## src/rtl/subservient_dbg_loader.sv

```systemverilog
// Debug-port program loader: packs a byte stream into little-endian words and writes them to SRAM over Wishbone.
// Define SUBSERVIENT_LOADER_VERIFY_EN to read back and compare each word after writing it.
module subservient_dbg_loader #(
    parameter logic [31:0] BASE_ADR = 32'h0000_0000,
    parameter int          AW       = 8,
    parameter int          TIMEOUT  = 255
) (
    input  logic          i_clk,
    input  logic          i_rst,
    input  logic          i_start,
    input  logic [AW-1:0] i_len,
    input  logic          i_byte_valid,
    input  logic [7:0]    i_byte,
    output logic          o_byte_ready,
    output logic [31:0]   o_wb_dbg_adr,
    output logic [31:0]   o_wb_dbg_dat,
    output logic [3:0]    o_wb_dbg_sel,
    output logic          o_wb_dbg_we,
    output logic          o_wb_dbg_stb,
    input  logic [31:0]   i_wb_dbg_rdt,
    input  logic          i_wb_dbg_ack,
    output logic          o_debug_mode,
    output logic          o_busy,
    output logic          o_done,
    output logic          o_err
);

    localparam int TW = $clog2(TIMEOUT + 1);

    typedef enum logic [2:0] {
        S_IDLE,
        S_COLLECT,
        S_WRITE,
        S_DONE
`ifdef SUBSERVIENT_LOADER_VERIFY_EN
        , S_VERIFY
`endif
    } state_t;

    state_t        state_q, state_d;
    logic [AW-1:0] idx_q, idx_d;
    logic [AW-1:0] len_q, len_d;
    logic [1:0]    bcnt_q, bcnt_d;
    logic [31:0]   word_q, word_d;
    logic [TW-1:0] tcnt_q, tcnt_d;
    logic          err_q, err_d;

    logic          ready_q, ready_d;
    logic          stb_q, stb_d;
    logic          we_q, we_d;
    logic [31:0]   adr_q, adr_d;
    logic          dbg_q, dbg_d;
    logic          busy_q, busy_d;
    logic          done_q, done_d;

    logic          ack;
    logic          last;
    logic          tmo;

    // Acks are only meaningful while a cycle is actually on the bus.
    assign ack  = i_wb_dbg_ack & stb_q;
    assign last = ({1'b0, idx_q} + (AW+1)'(1)) == {1'b0, len_q};
    assign tmo  = tcnt_q == TW'(TIMEOUT - 1);

`ifndef SUBSERVIENT_LOADER_VERIFY_EN
    logic unused_rdt;
    assign unused_rdt = ^i_wb_dbg_rdt;
`endif

    always_ff @(posedge i_clk or posedge i_rst) begin
        if (i_rst) begin
            state_q <= S_IDLE;
            idx_q   <= '0;
            len_q   <= '0;
            bcnt_q  <= '0;
            word_q  <= '0;
            tcnt_q  <= '0;
            err_q   <= 1'b0;
            ready_q <= 1'b0;
            stb_q   <= 1'b0;
            we_q    <= 1'b0;
            adr_q   <= BASE_ADR;
            dbg_q   <= 1'b1;
            busy_q  <= 1'b0;
            done_q  <= 1'b0;
        end else begin
            state_q <= state_d;
            idx_q   <= idx_d;
            len_q   <= len_d;
            bcnt_q  <= bcnt_d;
            word_q  <= word_d;
            tcnt_q  <= tcnt_d;
            err_q   <= err_d;
            ready_q <= ready_d;
            stb_q   <= stb_d;
            we_q    <= we_d;
            adr_q   <= adr_d;
            dbg_q   <= dbg_d;
            busy_q  <= busy_d;
            done_q  <= done_d;
        end
    end

    always_comb begin
        state_d = state_q;
        idx_d   = idx_q;
        len_d   = len_q;
        bcnt_d  = bcnt_q;
        word_d  = word_q;
        err_d   = err_q;
        case (state_q)
            S_IDLE, S_DONE: begin
                if (i_start) begin
                    err_d   = 1'b0;
                    idx_d   = '0;
                    bcnt_d  = '0;
                    len_d   = i_len;
                    state_d = (i_len == '0) ? S_DONE : S_COLLECT;
                end
            end
            S_COLLECT: begin
                if (i_byte_valid && ready_q) begin
                    word_d[{bcnt_q, 3'b000} +: 8] = i_byte;
                    bcnt_d = bcnt_q + 2'd1;
                    if (bcnt_q == 2'd3)
                        state_d = S_WRITE;
                end
            end
            S_WRITE: begin
                if (ack) begin
`ifdef SUBSERVIENT_LOADER_VERIFY_EN
                    state_d = S_VERIFY;
`else
                    if (last) begin
                        state_d = S_DONE;
                    end else begin
                        idx_d   = idx_q + AW'(1);
                        state_d = S_COLLECT;
                    end
`endif
                end else if (tmo) begin
                    err_d   = 1'b1;
                    state_d = S_DONE;
                end
            end
`ifdef SUBSERVIENT_LOADER_VERIFY_EN
            S_VERIFY: begin
                if (ack) begin
                    if (i_wb_dbg_rdt != word_q) begin
                        err_d   = 1'b1;
                        state_d = S_DONE;
                    end else if (last) begin
                        state_d = S_DONE;
                    end else begin
                        idx_d   = idx_q + AW'(1);
                        state_d = S_COLLECT;
                    end
                end else if (tmo) begin
                    err_d   = 1'b1;
                    state_d = S_DONE;
                end
            end
`endif
            default: state_d = S_IDLE;
        endcase
        // Restarts from zero whenever a bus state is (re)entered.
        tcnt_d = (state_d == state_q && stb_q) ? tcnt_q + TW'(1) : '0;
    end

    // Outputs are decoded from the next state so every port comes straight off a flop.
    always_comb begin
        ready_d = state_d == S_COLLECT;
        we_d    = state_d == S_WRITE;
        stb_d   = state_d == S_WRITE;
        busy_d  = state_d == S_COLLECT || state_d == S_WRITE;
`ifdef SUBSERVIENT_LOADER_VERIFY_EN
        stb_d   = stb_d  || state_d == S_VERIFY;
        busy_d  = busy_d || state_d == S_VERIFY;
`endif
        done_d  = state_d == S_DONE;
        dbg_d   = !(state_d == S_DONE && !err_d);
        adr_d   = BASE_ADR + (32'(idx_d) << 2);
    end

    assign o_byte_ready = ready_q;
    assign o_wb_dbg_adr = adr_q;
    assign o_wb_dbg_dat = word_q;
    assign o_wb_dbg_sel = 4'hF;
    assign o_wb_dbg_we  = we_q;
    assign o_wb_dbg_stb = stb_q;
    assign o_debug_mode = dbg_q;
    assign o_busy       = busy_q;
    assign o_done       = done_q;
    assign o_err        = err_q;

endmodule

```

## config.mk

```make
export PLATFORM = sky130hd
export DESIGN_NAME = subservient_dbg_loader
export DESIGN_NICKNAME = d
export VERILOG_FILES = /design/src/rtl/subservient_dbg_loader.sv
export SDC_FILE = /design/constraint.sdc
export NUM_CORES = 1
export LEC_CHECK = 0
export ABC_AREA = 1
export CAP_MARGIN = 20
export CORE_ASPECT_RATIO = 1.1
export CORE_MARGIN = 10
export CORE_UTILIZATION = 25
export DETAILED_ROUTE_END_ITERATION = 7
export HOLD_SLACK_MARGIN = 0.15
export REMOVE_ABC_BUFFERS = 1
export SLEW_MARGIN = 20
export SYNTH_ARGS = -nofsm -noshare
export SYNTH_HDL_FRONTEND = slang
export SYNTH_SLANG_ARGS = --single-unit
```

## constraint.sdc

```tcl
create_clock -name i_clk -period 3.16 [get_ports i_clk]
set_input_delay 0.632 -clock i_clk [delete_from_list [all_inputs] [get_ports i_clk]]
set_output_delay 0.632 -clock i_clk [all_outputs]
set_load 0.01 [all_outputs]
```

### Word level (Yosys, flattened, before mapping)

Index checks and enable logic that the tools add are counted.

* flip-flop bits (word level): 67
* bits in latches: 0
* memory bits (writable): 0
* memory bits (read-only): 0
* input bits: 53
* output and inout bits: 75
* logic and storage cells: 70
* memories: 0

* add/sub/neg operators: 5
* multipliers: 0
* div/mod/pow operators: 0
* magnitude comparators: 0
* equality and inequality tests: 14
* shift-type cells: 2
* mux-type cells: 21
* bitwise gates (word level): 1
* reductions and logical operators: 15

Operator list (count)
* $bwmux W32: 1
* $mux W8: 4
* $shift A8 B7 Y32 const A: 1
* $shiftx A8 B7 Y32: 1
* $add A8 B1 Y8 const B: 2
* $pmux W8 S2: 1
* $mux W3: 5
* $eq A3 B2 Y1 const B: 4
* $add A8 B1 Y9 const B: 1
* $eq A9 B8 Y1: 1
* $pmux W3 S3: 1
* $eq A8 B8 Y1 const B: 1
* $logic_not A8 Y1: 1
* $mux W2: 4
* $ne A2 B2 Y1 const B: 4
* $neg A5 Y7: 1
* $eq A3 B1 Y1 const B: 2
* $pmux W2 S2: 1
* $reduce_and A2 Y1: 2
* $reduce_and A4 Y1: 1
* $reduce_bool A2 Y1: 2
* $eq A3 B3 Y1: 1
* $logic_and A1 B1 Y1: 3
* $logic_not A3 Y1: 1
* other kinds (9): 12

### Longest topological paths before layout

* depth in word-level cells: 8
* depth in mapped cells: 16
* gate-level depth less buffers: 16

### Worst setup path before layout

No wires, ideal clock.

* kind: register -> register
* start point: reg o_wb_dbg_adr[2] (netlist name)
* end point: reg adr_q[9] (netlist: o_wb_dbg_adr[9])
* data arrival time: 1773 ps
* required time: 3042 ps
* slack: 1269 ps
* cell stages (with the launch flop): 14
* buffers on the path: 1
* path through: dfrtp_1 -> ha_1 -> nand2_2 -> nor2_4 -> nand3_2 -> a21oi_1 -> nor2_1 -> nand3_2 -> nand2_1 -> o21ai_2 -> nand3_4 -> buf_12 -> nand2_1 -> o21ai_2

RTL lines
* end signal: assignment: RTL line 97 `adr_q <= adr_d;`
* end: declaration: RTL line 51 `logic [31:0] adr_q, adr_d;`

### Worst setup path in the final report

* start point: reg bcnt_q[0]
* end point: reg word_q[23] (netlist: o_wb_dbg_dat[23])

* longest elaborated chain between the ends: 3

RTL lines
* start: declaration: RTL line 43 `logic [1:0] bcnt_q, bcnt_d;`
* start signal: assignment: RTL line 90 `bcnt_q <= bcnt_d;`
* $neg A5 Y7 *: RTL line 123 `word_d[{bcnt_q, 3'b000} +: 8] = i_byte;`
* $shiftx A8 B7 Y32 or $shift A8 B7 Y32 (tied branches): RTL line 123
* $bwmux W32 *: RTL line 123
* end signal: assignment: RTL line 91 `word_q <= word_d;`
* end: declaration: RTL line 44 `logic [31:0] word_q, word_d;`

Every way passes the cells marked *; elsewhere a longest branch is shown, timed or not.
A chain may end at the register's enable or synchronous reset.

==> results <==
- The compound-gate portion of the synthesized area is 0.0915.
- In the routed design, unresolved DRC markers number 0.
- The DRC marker count from the first detailed-route iteration is 240.
- At the end of routability-driven placement, the weighted congestion stood at 0.867.
- The layout cell share with drive strength beyond 1 is 0.0990.
- The family of cells with the greatest summed delay on the critical path is simple AND/OR/NAND/NOR gates.
- The cell area after synthesis is 3650 um2.
- The worst setup path endpoint is o_wb_dbg_dat[23].
- The cts-stage hold buffer count is 0.
- The initial antenna violation count is 0.
- The synthesis-stage register bit count is 67.
- The floorplan step defined a die boundary enclosing 19,800 um2.
- Of the total synthesized cell area, the portion taken by full adders, half adders and majority gates is 0.0308.
- The number of flops mapped to enable cells by yosys is 0.
- The H-tree was split into 3 levels.
- The slew at the pin closest to its max-slew limit is 849 ps.
- The number of max-slew violations in the final report is 0.
- The first global-routing pass estimated 15.8 mm of wire.
- The switching share of total power is 0.253.
- Internal power comes to 1.58 mW.
- Summed over all failing endpoints, the final setup total negative slack is 0 ps.
- The power dissipated by switching net loads is 0.533 mW.
- Of the total power, combinational logic draws 0.091.
- The I/O pin total is 128.
- The number of fill cells in the layout is 1,515.
- The data required time of the worst path is 3430 ps.
- The portion of the clock cycle consumed by the worst path in the final layout is 0.724.
- Using the TritonRoute via totals, the vias-per-cell ratio works out to 4.34.
- Post-CTS repair changed the size of 0 cells.
- After synthesis, the largest family of logic cells by area is simple AND/OR/NAND/NOR gates.
- The startpoint identified for the worst register-to-register timing path is bcnt_q[0].
- The final layout contains routed wiring with a total length of 9.73 mm.
- The clock passes through at most 2 buffers.
- Global routing finished with a remaining overflow of 0.
- The mean instance size in the synthesized netlist is 8.30 um2.
- The normalized max-slew margin is 0.430.
- The combined global-route utilization of all metal layers is 0.0999.
- The worst register-to-register path ends at o_wb_dbg_dat[23].
- The worst setup slack for register-to-register paths is 870 ps.
- The largest driver fanout on the critical path is 11.
- The cell at the slowest stage of the critical path is nor3_1.
- After clock tree synthesis, the clock-pin slew on the worst setup and hold paths is 60 ps.
- The post-synthesis xor/xnor area fraction is 0.0192.
- The critical hold path startpoint is tcnt_q[0].
- After synthesis, the share of flip-flops with an asynchronous set or reset is 1.00.
- Setup repair after global routing left no endpoint under its margin.
- The data arrival time of the critical path is 2560 ps.
- The endpoint class of the critical path is a flip-flop.
- The run finished with clean final reports.
- The share of the Yosys chip area taken by registers is 0.459.
- In this design, the stage delay of the slowest critical-path cell is 660 ps.
- The critical path goes through inv_1 > ha_1 > inv_1 > nor3_1 > nand3_1 > nand2_1.
- The power density over the cells is 447 nW/um2.
- 0 antenna diodes ended up in the layout.
- Setup violations remaining at the end of the flow were counted as 0.
- The latest clock arrival within the worst-skew pair is 330 ps.
- The net count reported at finish is 572.
- The fraction of synthesized area in multiplexers is 0.
- The clock share of power is 0.479.
- For the worst flop-to-flop path, the logic depth is 6.
- The maximum VDD drop is 277 uV.
- Once detail routing completed, the nets flagged for antenna violations numbered 0.
- The biggest area contributor in the post-synthesis netlist is dfrtp_1.
- In this run the worst setup path begins at bcnt_q[0].
- Of the total synthesized cell area, the portion taken by AND, OR, NAND and NOR gates is 0.274.
- The tightest min-delay check is of the reg -> reg type.
- Among all flip-flop cells after synthesis, the most frequent one is dfrtp_1.
- The routed design could run at a clock period as short as 2290 ps.
- The type of the setup path with the least slack is reg -> reg.
- TritonCTS built the clock tree.
- The area growth from synthesis to layout is 29.4%.
- The number of global-route vias before repair is 3,119.
- The core area is 14,400 um2.
- The cell leakage power is 2.23 nW.
- Entering global routing, the biggest net connects 43 pins.
- The floorplan die height is 147 um.
- The average routed wire per standard cell is 13.8 um.
- The share of total power dissipated in sequential elements is 0.429.
- The floorplan die width is 135 um.
- In this run the post-CTS setup repair buffer count came out at 0.
- Among all cell types in the netlist, the one instantiated most often is nand2_1.
- For this run, the number of Yosys warnings is 0.
- Max-cap violations in this run came to 0.
- The commonest cells after synthesis are nand2_1 (98), dfrtp_1 (66), inv_1 (48).
- Among the stages of the critical path, the cell type that occurs most often is inv_1.
- The number of search-and-repair iterations in the first detailed-routing pass is 4.
- The synthesized netlist contains 28 unique library cells.
- The post-DP HPWL is 7.39 mm.
- Clock skew on the completed layout was measured at 7.41 ps.
- Buffers inserted during clock tree synthesis total 9.
- The root buffer cell chosen for the clock tree is clkbuf_16.
- The routed via count is 3,069.
- The total buffers and inverters traversed by the critical path is 2.
- The highest clock frequency the design can meet is 437 MHz.
- The total number of placement rows is 46.
- The total clock sinks is 67.
- Port buffering added 67 buffers.
- The hold violation total from the final report is 0.
- By area the synthesized netlist is led by dfrtp_1 (45%), nand2_1 (10%), buf_4 (6.2%), nand3_1 (5.6%), o21ai_0 (5.6%).
- The critical path runs through a total of 6 cells.
- The proportion of netlist area held by the largest area contributor is 0.452.
- STA classifies the critical path startpoint as a flip-flop.
- The count of mapped cells out of synthesis is 440.
- For this configuration, the core starts out at a cell density of 0.254.
- The design draws 2.11 mW.
-- how the worst min path moves through the flow --
| stage | cells past startpoint | slack [ps] | endpoint |
|---|---|---|---|
| 2_1_floorplan | 1 | 450 | tcnt_q[0] |
| 3_3_place_gp | 1 | 470 | tcnt_q[0] |
| 3_5_place_dp | 1 | 480 | tcnt_q[0] |
| 4_1_cts | 1 | 490 | tcnt_q[0] |
| 5_1_grt | 1 | 530 | tcnt_q[0] |
| 6_report | 1 | 480 | tcnt_q[0] |
-- sequential cells by signal, indices dropped and copies added, names as in the netlist --
name,flops
o_wb_dbg_we,1
o_busy,1
o_err,1
o_debug_mode,1
bcnt_q,2
o_byte_ready,1
o_done,1
len_q,8
tcnt_q,8
state_q,3
o_wb_dbg_adr,8
o_wb_dbg_dat,32
-- kinds of logic after synthesis --
logic type,Yosys count
other,2
xor gates and xnor gates,8
and+or+nand+nor,211
adders and majority gates,9
AOI/OAI and AO/OA,58
buffers and inverters,85
DFF,67
-- power by group through the flow --
stage | Sequential [mW] | Clock [mW] | Combinational (mW)
2_1_floorplan | 0.923 | 0 | 0.100
3_3_place_gp | 0.921 | 0 | 0.190
3_5_place_dp | 0.921 | 0 | 0.193
4_1_cts | 0.906 | 1.04 | 0.194
5_1_grt | 0.910 | 1.08 | 0.217
6_report | 0.906 | 1.01 | 0.193
-- per-stage QoR --
stage           util  hold WS [ps]  std cells  worst slack (ps)  cell area, um2
6_report       0.328           484        707               871            4730
5_1_grt        0.328           527        707               522            4730
4_1_cts        0.328           488        707               870            4730
3_5_place_dp   0.307           479        691               689            4420
3_3_place_gp   0.307           473        691               754            4420
2_1_floorplan      -           450        430               846            3490
-- per-layer routing --
metal,vias to the layer above,share of wire,track usage
li1,1511,-,-
met1,1457,0.41,0.110
met4,0,0.023,0.0420
met2,86,0.49,0.166
met3,15,0.078,0.0402
met5,-,0,0
-- cells in the final DEF (no fill, tap or decap), drive strengths merged --
cell	Yosys	final
nor4	1	1
o21bai	1	1
conb	2	29
clkdlybuf4s50	0	67
dfrtp	66	66
bufinv	0	1
o22ai	3	3
xor2	5	5
nand4	18	18
clkbuf	6	9
nand3b	1	1
o21ai	50	50
nand2	106	106
buf	31	2
a21oi	4	4
nor2	36	36
inv	48	50
nor3	2	2
clkinv	0	2
clkinvlp	0	2
xnor2	3	3
ha	9	9
nand3	47	47
dfstp	1	1
-- final cells by class --
class	count	area, um2	share of cell area
clock buffer	9	225	0.0477
clock inverter	7	76.3	0.0162
inverter	48	180	0.0381
multi-input combinational	315	1630	0.344
sequential	67	1680	0.355
tap	192	240	0.0508
timing repair buffer	69	698	0.148
Note: power is estimated with default switching activity, not from simulation.
